<file path="config.mk">
export PLATFORM = sky130hd
export DESIGN_NAME = irq_conditioner_flat
export DESIGN_NICKNAME = d
export VERILOG_FILES = /design/src/rtl/irq_conditioner_if.sv /design/src/rtl/irq_conditioner.sv /design/src/flat_wrapper.sv
export SDC_FILE = /design/constraint.sdc
export NUM_CORES = 1
export LEC_CHECK = 0
export BUFFER_PORTS_ARGS = -buffer_cell sky130_fd_sc_hd__buf_4
export CAP_MARGIN = 20
export CELL_PAD_IN_SITES_DETAIL_PLACEMENT = 2
export CELL_PAD_IN_SITES_GLOBAL_PLACEMENT = 2
export CORE_AREA = 10 10 118 120
export CTS_CLUSTER_SIZE = 8
export DETAILED_ROUTE_END_ITERATION = 16
export DIE_AREA = 0 0 128 130
export HOLD_SLACK_MARGIN = 0.02
export PLACE_DENSITY_LB_ADDON = 0.1
export REMOVE_ABC_BUFFERS = 1
export SYNTH_ARGS = -nofsm -noshare
export SYNTH_HDL_FRONTEND = slang
export SYNTH_SLANG_ARGS = --single-unit
</file>
<file path="constraint.sdc">
create_clock -name i_clk -period 3.6 [get_ports i_clk]
set_input_delay 0.36 -clock i_clk [delete_from_list [all_inputs] [get_ports i_clk]]
set_output_delay 0.36 -clock i_clk [all_outputs]
set_load 0.005 [all_outputs]
</file>
<file path="src/rtl/irq_conditioner_if.sv">
// Configuration write bus plus raw and conditioned interrupt lines for irq_conditioner.
interface irq_conditioner_if #(
  parameter int N_INTS = 9
) ();
  logic              en;
  logic [4:0]        address;
  logic [31:0]       din;
  logic [N_INTS-1:0] irq_raw;
  logic [N_INTS-1:0] interrupts;
  logic              active;

  modport master (
    output en, address, din, irq_raw,
    input  interrupts, active
  );

  modport slave (
    input  en, address, din, irq_raw,
    output interrupts, active
  );
endinterface

</file>
<file path="src/rtl/irq_conditioner.sv">
// irq_conditioner: synchronise, polarity-correct and glitch-filter interrupt lines.
// Latency SYNC_STAGES+L edges per level change; no backpressure, outputs are plain levels.
module irq_conditioner #(
  parameter int N_INTS      = 9,
  parameter int SYNC_STAGES = 2,
  parameter int FILT_WIDTH  = 4,
  parameter int FILT_RESET  = 3
) (
  input  logic               i_clk,
  input  logic               i_arst,
  irq_conditioner_if.slave   bus
);

  localparam logic [4:0] ADDR_POLARITY = 5'd16;
  localparam logic [4:0] ADDR_FILTER   = 5'd17;

  logic [N_INTS-1:0]     sync_q [SYNC_STAGES];
  logic [N_INTS-1:0]     pol_q;
  logic [N_INTS-1:0]     stable_q;
  logic [N_INTS-1:0]     stable_d;
  logic [FILT_WIDTH-1:0] cnt_q  [N_INTS];
  logic [FILT_WIDTH-1:0] cnt_d  [N_INTS];
  logic [FILT_WIDTH-1:0] filt_len_q;
  logic [FILT_WIDTH-1:0] eff_len;
  logic                  active_q;

  logic                  wr_pol;
  logic                  wr_filt;
  logic [N_INTS-1:0]     pol_new;
  logic [N_INTS-1:0]     pol_chg;
  logic [N_INTS-1:0]     lvl;
  logic                  unused_din;

  assign wr_pol     = bus.en && (bus.address == ADDR_POLARITY);
  assign wr_filt    = bus.en && (bus.address == ADDR_FILTER);
  assign pol_new    = bus.din[N_INTS-1:0];
  assign pol_chg    = wr_pol ? (pol_q ^ pol_new) : '0;
  assign lvl        = sync_q[SYNC_STAGES-1] ^ pol_q;
  assign eff_len    = (filt_len_q == '0) ? FILT_WIDTH'(1) : filt_len_q;
  assign unused_din = ^bus.din;

  // Config writes override any terminal count landing on the same edge.
  always_comb begin
    stable_d = stable_q;
    for (int i = 0; i < N_INTS; i++) begin
      cnt_d[i] = '0;
      if (lvl[i] != stable_q[i]) begin
        if (cnt_q[i] == eff_len - FILT_WIDTH'(1)) begin
          stable_d[i] = lvl[i];
        end else begin
          cnt_d[i] = cnt_q[i] + FILT_WIDTH'(1);
        end
      end
      if (wr_filt) begin
        cnt_d[i]    = '0;
        stable_d[i] = stable_q[i];
      end
      if (pol_chg[i]) begin
        cnt_d[i]    = '0;
        stable_d[i] = 1'b0;
      end
    end
  end

  always_ff @(posedge i_clk or posedge i_arst) begin
    if (i_arst) begin
      for (int k = 0; k < SYNC_STAGES; k++) begin
        sync_q[k] <= '0;
      end
      for (int i = 0; i < N_INTS; i++) begin
        cnt_q[i] <= '0;
      end
      pol_q      <= '0;
      filt_len_q <= FILT_WIDTH'(FILT_RESET);
      stable_q   <= '0;
      active_q   <= 1'b0;
    end else begin
      sync_q[0] <= bus.irq_raw;
      for (int k = 1; k < SYNC_STAGES; k++) begin
        sync_q[k] <= sync_q[k-1];
      end
      for (int i = 0; i < N_INTS; i++) begin
        cnt_q[i] <= cnt_d[i];
      end
      if (wr_pol) begin
        pol_q <= pol_new;
      end
      if (wr_filt) begin
        filt_len_q <= bus.din[FILT_WIDTH-1:0];
      end
      stable_q <= stable_d;
      active_q <= |stable_d;
    end
  end

  assign bus.interrupts = stable_q;
  assign bus.active     = active_q;

endmodule

</file>
<file path="src/flat_wrapper.sv">
// flat-port wrapper written by rule: the top's interface ports become plain ports
module irq_conditioner_flat 
#(
  parameter int N_INTS      = 9,
  parameter int SYNC_STAGES = 2,
  parameter int FILT_WIDTH  = 4,
  parameter int FILT_RESET  = 3
)
  (i_clk, i_arst, bus_en, bus_address, bus_din, bus_irq_raw, bus_interrupts, bus_active);
  irq_conditioner_if #(.N_INTS(N_INTS)) bus_i ();
  input  logic i_clk;
  input  logic i_arst;
  input wire logic [$bits(bus_i.en)-1:0] bus_en;
  input wire logic [$bits(bus_i.address)-1:0] bus_address;
  input wire logic [$bits(bus_i.din)-1:0] bus_din;
  input wire logic [$bits(bus_i.irq_raw)-1:0] bus_irq_raw;
  output wire logic [$bits(bus_i.interrupts)-1:0] bus_interrupts;
  output wire logic [$bits(bus_i.active)-1:0] bus_active;
  assign bus_i.en = bus_en;
  assign bus_i.address = bus_address;
  assign bus_i.din = bus_din;
  assign bus_i.irq_raw = bus_irq_raw;
  assign bus_interrupts = bus_i.interrupts;
  assign bus_active = bus_i.active;
  irq_conditioner #(.N_INTS(N_INTS), .SYNC_STAGES(SYNC_STAGES), .FILT_WIDTH(FILT_WIDTH), .FILT_RESET(FILT_RESET)) u_core (.i_clk(i_clk), .i_arst(i_arst), .bus(bus_i));
endmodule
</file>
==> summary.txt <==
Status
  • Status: finished clean

Global routing
  • Initial antenna violation count: 0
  • Largest net degree at the start of global routing: 29
  • Global route overflow: 0
  • First-pass GRT wire length: 19100 µm
  • Tot GR Track Use: 0.144
  • Vias in the first global route: ~3700

Synth
  • Register bit total from synthesis: 77
  • Syn_area_per_cell: around 9.4 µm²
  • Post-synthesis cell count: between 400 and 500
  • Synth Warn #: 0
  • Post-synth EDFFs: 0
  • Post-Synthesis Cell Area: 3960 µm²
  • Area fraction of the dominant cell type after synthesis: 0.473
  • Synth cell types: just over 40
  • Seq/Total Area, Yosys: 0.487
  • Asr flop ratio synth: 1.00
  • Synth Flop Type: dfrtp_1
  • Area contributors post-synth: dfrtp_1 (47%), xnor2_1 (7.3%), nor2_1 (6.1%)
  • Synth area leader: dfrtp_1

Setup path
  • Crit path max fanout: 7
  • Worst path slowest cell: ha_1
  • Crit path launch type: register
  • Crit path cell chain: or2_2, nor2_1, nor2_1, ha_1, buf_4, xor2_1, o211ai_1, o21ai_0, a21oi_1, nor4_1, nand3b_1
  • Worst r2r path cells: 11
  • Worst Path Arrival: 3.25 ns
  • Endpoint class of the critical path: register
  • CP dominant cell by count: nor2_1
  • WS Path Type: reg -> reg
  • Critical Path RT: around 3.8 ns
  • Slowest stage delay, CP: around 0.54 ns

Hold path
  • Hold path cells: 1
  • Worst Hold Class: in -> reg

Power
  • Power Dens Cells: 747 nW/µm²
  • Pleak: ~2.2 nW
  • VDD IR max: about 300 µV
  • Total Power: ~0.0036 W

STA
  • Slew HR: 0.484
  • Fin crit period: just over 3 ns
  • Post-Route Skew: about 0.0043 ns
  • Setup-failing EPs final: 0
  • Worst Tran Pin Value: about 0.77 ns
  • Pins over their slew limit: 0
  • Achievable Freq: between 300 and 400 MHz
  • RSZ-0062 raised after global routing: false
  • Worst Hold Margin: between 0.1 and 0.15 ns
  • Hold Fails Final Rpt: 0
  • Final period util: 0.843
  • Setup TNS: 0 ns

Floorplanning
  • Standard-cell rows: 40
  • Die Area: 16600 µm²
  • Die X: ~130 µm
  • Core area: 11700 µm²
  • Die height: ~130 µm
  • Initial Util: 0.338
  • Ports: ~60

Drt
  • DR iter-0 viols: 97
  • DRC viols: 0
  • TritonRoute pass-1 iters: 4
  • Antenna Nets Post-Route: 0
  • Via count: ~3200
  • Drt wl/cell: 18.2 µm
  • Routed wire length: approximately 11000 µm
  • Vias per inst: between 5 and 6

Final layout
  • Seq. cell area: ~1900 µm²
  • Fin nets: ~530
  • Fillers: about 1300
  • Multi-input logic area: 1950 µm²
  • P&R area growth vs syn: 20.8%
  • ANT cells: 0
  • Layout cells sized above 1: 0.167

Clock network
  • CTS Root Cell: clkbuf_16
  • Post-CTS setup buffers: 0
  • Total CTS buffers: 9
  • CTS tree: done
  • Clock sinks: 77
  • Clock tree buffer depth: 2
  • Number of gates resized after CTS: 0
  • Clock transition at the registers of the reported paths: around 0.06 ns
  • Worst skew pair latency: approximately 0.34 ns
  • H-tree depth: 3

Place
  • DP Wirelength: about 8100 µm
  • Placer Congestion: around 0.77
  • IO buf count: 35

Run
  • MaxCap Viol Count: 0
cell usage in the layout, fill, tap and decap left out, types with 5 or more instances in the layout:
cell type | netlist | routed
o21ai_0 | 14 | 14
a21oi_1 | 24 | 24
xnor2_1 | 33 | 33
buf_4 | 1 | 50
and3_1 | 5 | 5
nor3_1 | 8 | 8
nand3_1 | 14 | 14
mux2i_1 | 10 | 10
o22ai_1 | 5 | 5
nor2_1 | 64 | 64
o211ai_1 | 12 | 12
ha_1 | 10 | 10
clkbuf_16 | 0 | 9
or2_2 | 6 | 6
nand2_1 | 59 | 59
dfrtp_1 | 75 | 75
xor2_1 | 26 | 26
inv_1 | 8 | 7
logic make-up after synthesis:
kind of cell | count (synthesis) | synth area share
AO/OA/AOI/OAI | 68 | 0.108
XOR/XNOR | 60 | 0.134
adder cells (fa/ha/maj) | 10 | 0.0316
buffers and inverters | 22 | 0.0224
flip-flops | 77 | 0.487
multiplexers | 11 | 0.0281
AND/OR/NAND/NOR | 172 | 0.189
final timing paths:
kind	from	to	slack, ns
max	u_core.filt_len_q[2]$_DFFE_PP0P_	u_core.bus.active$_DFF_PP0_	0.57
min	bus_irq_raw[4]	u_core.sync_q[13]$_DFF_PP0_	0.12
max reg2reg	u_core.filt_len_q[2]$_DFFE_PP0P_	u_core.bus.active$_DFF_PP0_	0.57
min reg2reg	u_core.sync_q[9]$_DFF_PP0_	u_core.sync_q[0]$_DFF_PP0_	0.35
max in group asynchronous	i_arst	u_core.filt_len_q[0]$_DFFE_PP1P_	2.28
min in group asynchronous	i_arst	u_core.sync_q[17]$_DFF_PP0_	0.55
sequential cells by signal (all words and copies together), names as in the netlist:
name,count
u_core.cnt_q,36
u_core.sync_q,18
u_core.filt_len_q,4
u_core.bus.interrupts,9
u_core.pol_q,9
u_core.bus.active,1
final cells by class:
cell class	count	share of cell area
well taps	147	0.0384
clock inverters	4	0.00941
clock buffers	12	0.0557
repair buffers	51	0.0805
multi-input cells	321	0.406
inverters	8	0.00653
flip-flops and latches	77	0.403
through the flow:
stage          cells  cell area (µm²)   util  setup slack (ns)
2_1_floorplan    406             3910      -             0.808
3_3_place_gp     603             4470  0.381             0.679
3_5_place_dp     603             4470  0.381             0.517
4_1_cts          620             4790  0.409             0.498
5_1_grt          620             4790  0.409             0.313
6_report         620             4790  0.409             0.566
cells in the mapped netlist, types with 3 or more instances:
| master | count |
|---|---|
| a21oi_1 | 24 |
| and3_1 | 5 |
| clkbuf_1 | 9 |
| dfrtp_1 | 75 |
| ha_1 | 10 |
| inv_1 | 8 |
| mux2i_1 | 10 |
| nand2_1 | 59 |
| nand3_1 | 14 |
| nand4_1 | 3 |
| nor2_1 | 64 |
| nor3_1 | 8 |
| o211ai_1 | 12 |
| o21ai_0 | 14 |
| o22ai_1 | 5 |
| or2_2 | 6 |
| or3_1 | 4 |
| xnor2_1 | 33 |
| xor2_1 | 26 |
layer usage:
metal	global-route usage	routed length, µm	up-vias
met4	0.0656	209	0
met2	0.250	5630	33
li1	-	-	1517
met5	0	0	-
met3	0.0247	272	13
met1	0.172	5150	1609
what timing repair did:
item                                    in CTS  in global routing
endpoints found under the setup margin       0                  0
hold buffers                                 1                  0
endpoints found under the hold margin       22                  0
critical path, delay by kind of cell (launching register included):
kind / cells / cell delay [ns]
buf+inv: 1 / 0.22
flops: 1 / 0.43
fa+ha+maj: 1 / 0.54
xor+xnor: 1 / 0.15
compound gates: 3 / 0.56
simple gates: 5 / 0.99
report_power, final:
| group | internal, W | switching (W) | leakage [nW] |
|---|---|---|---|
| Combinational | 0.000601 | 0.000695 | 1.06 |
| Sequential | 0.00106 | 0.000259 | 0.971 |
| Clock | 0.000590 | 0.000369 | 0.158 |
| Total | 0.00225 | 0.00132 | 2.19 |
Note: power is estimated with default switching activity, not from simulation.
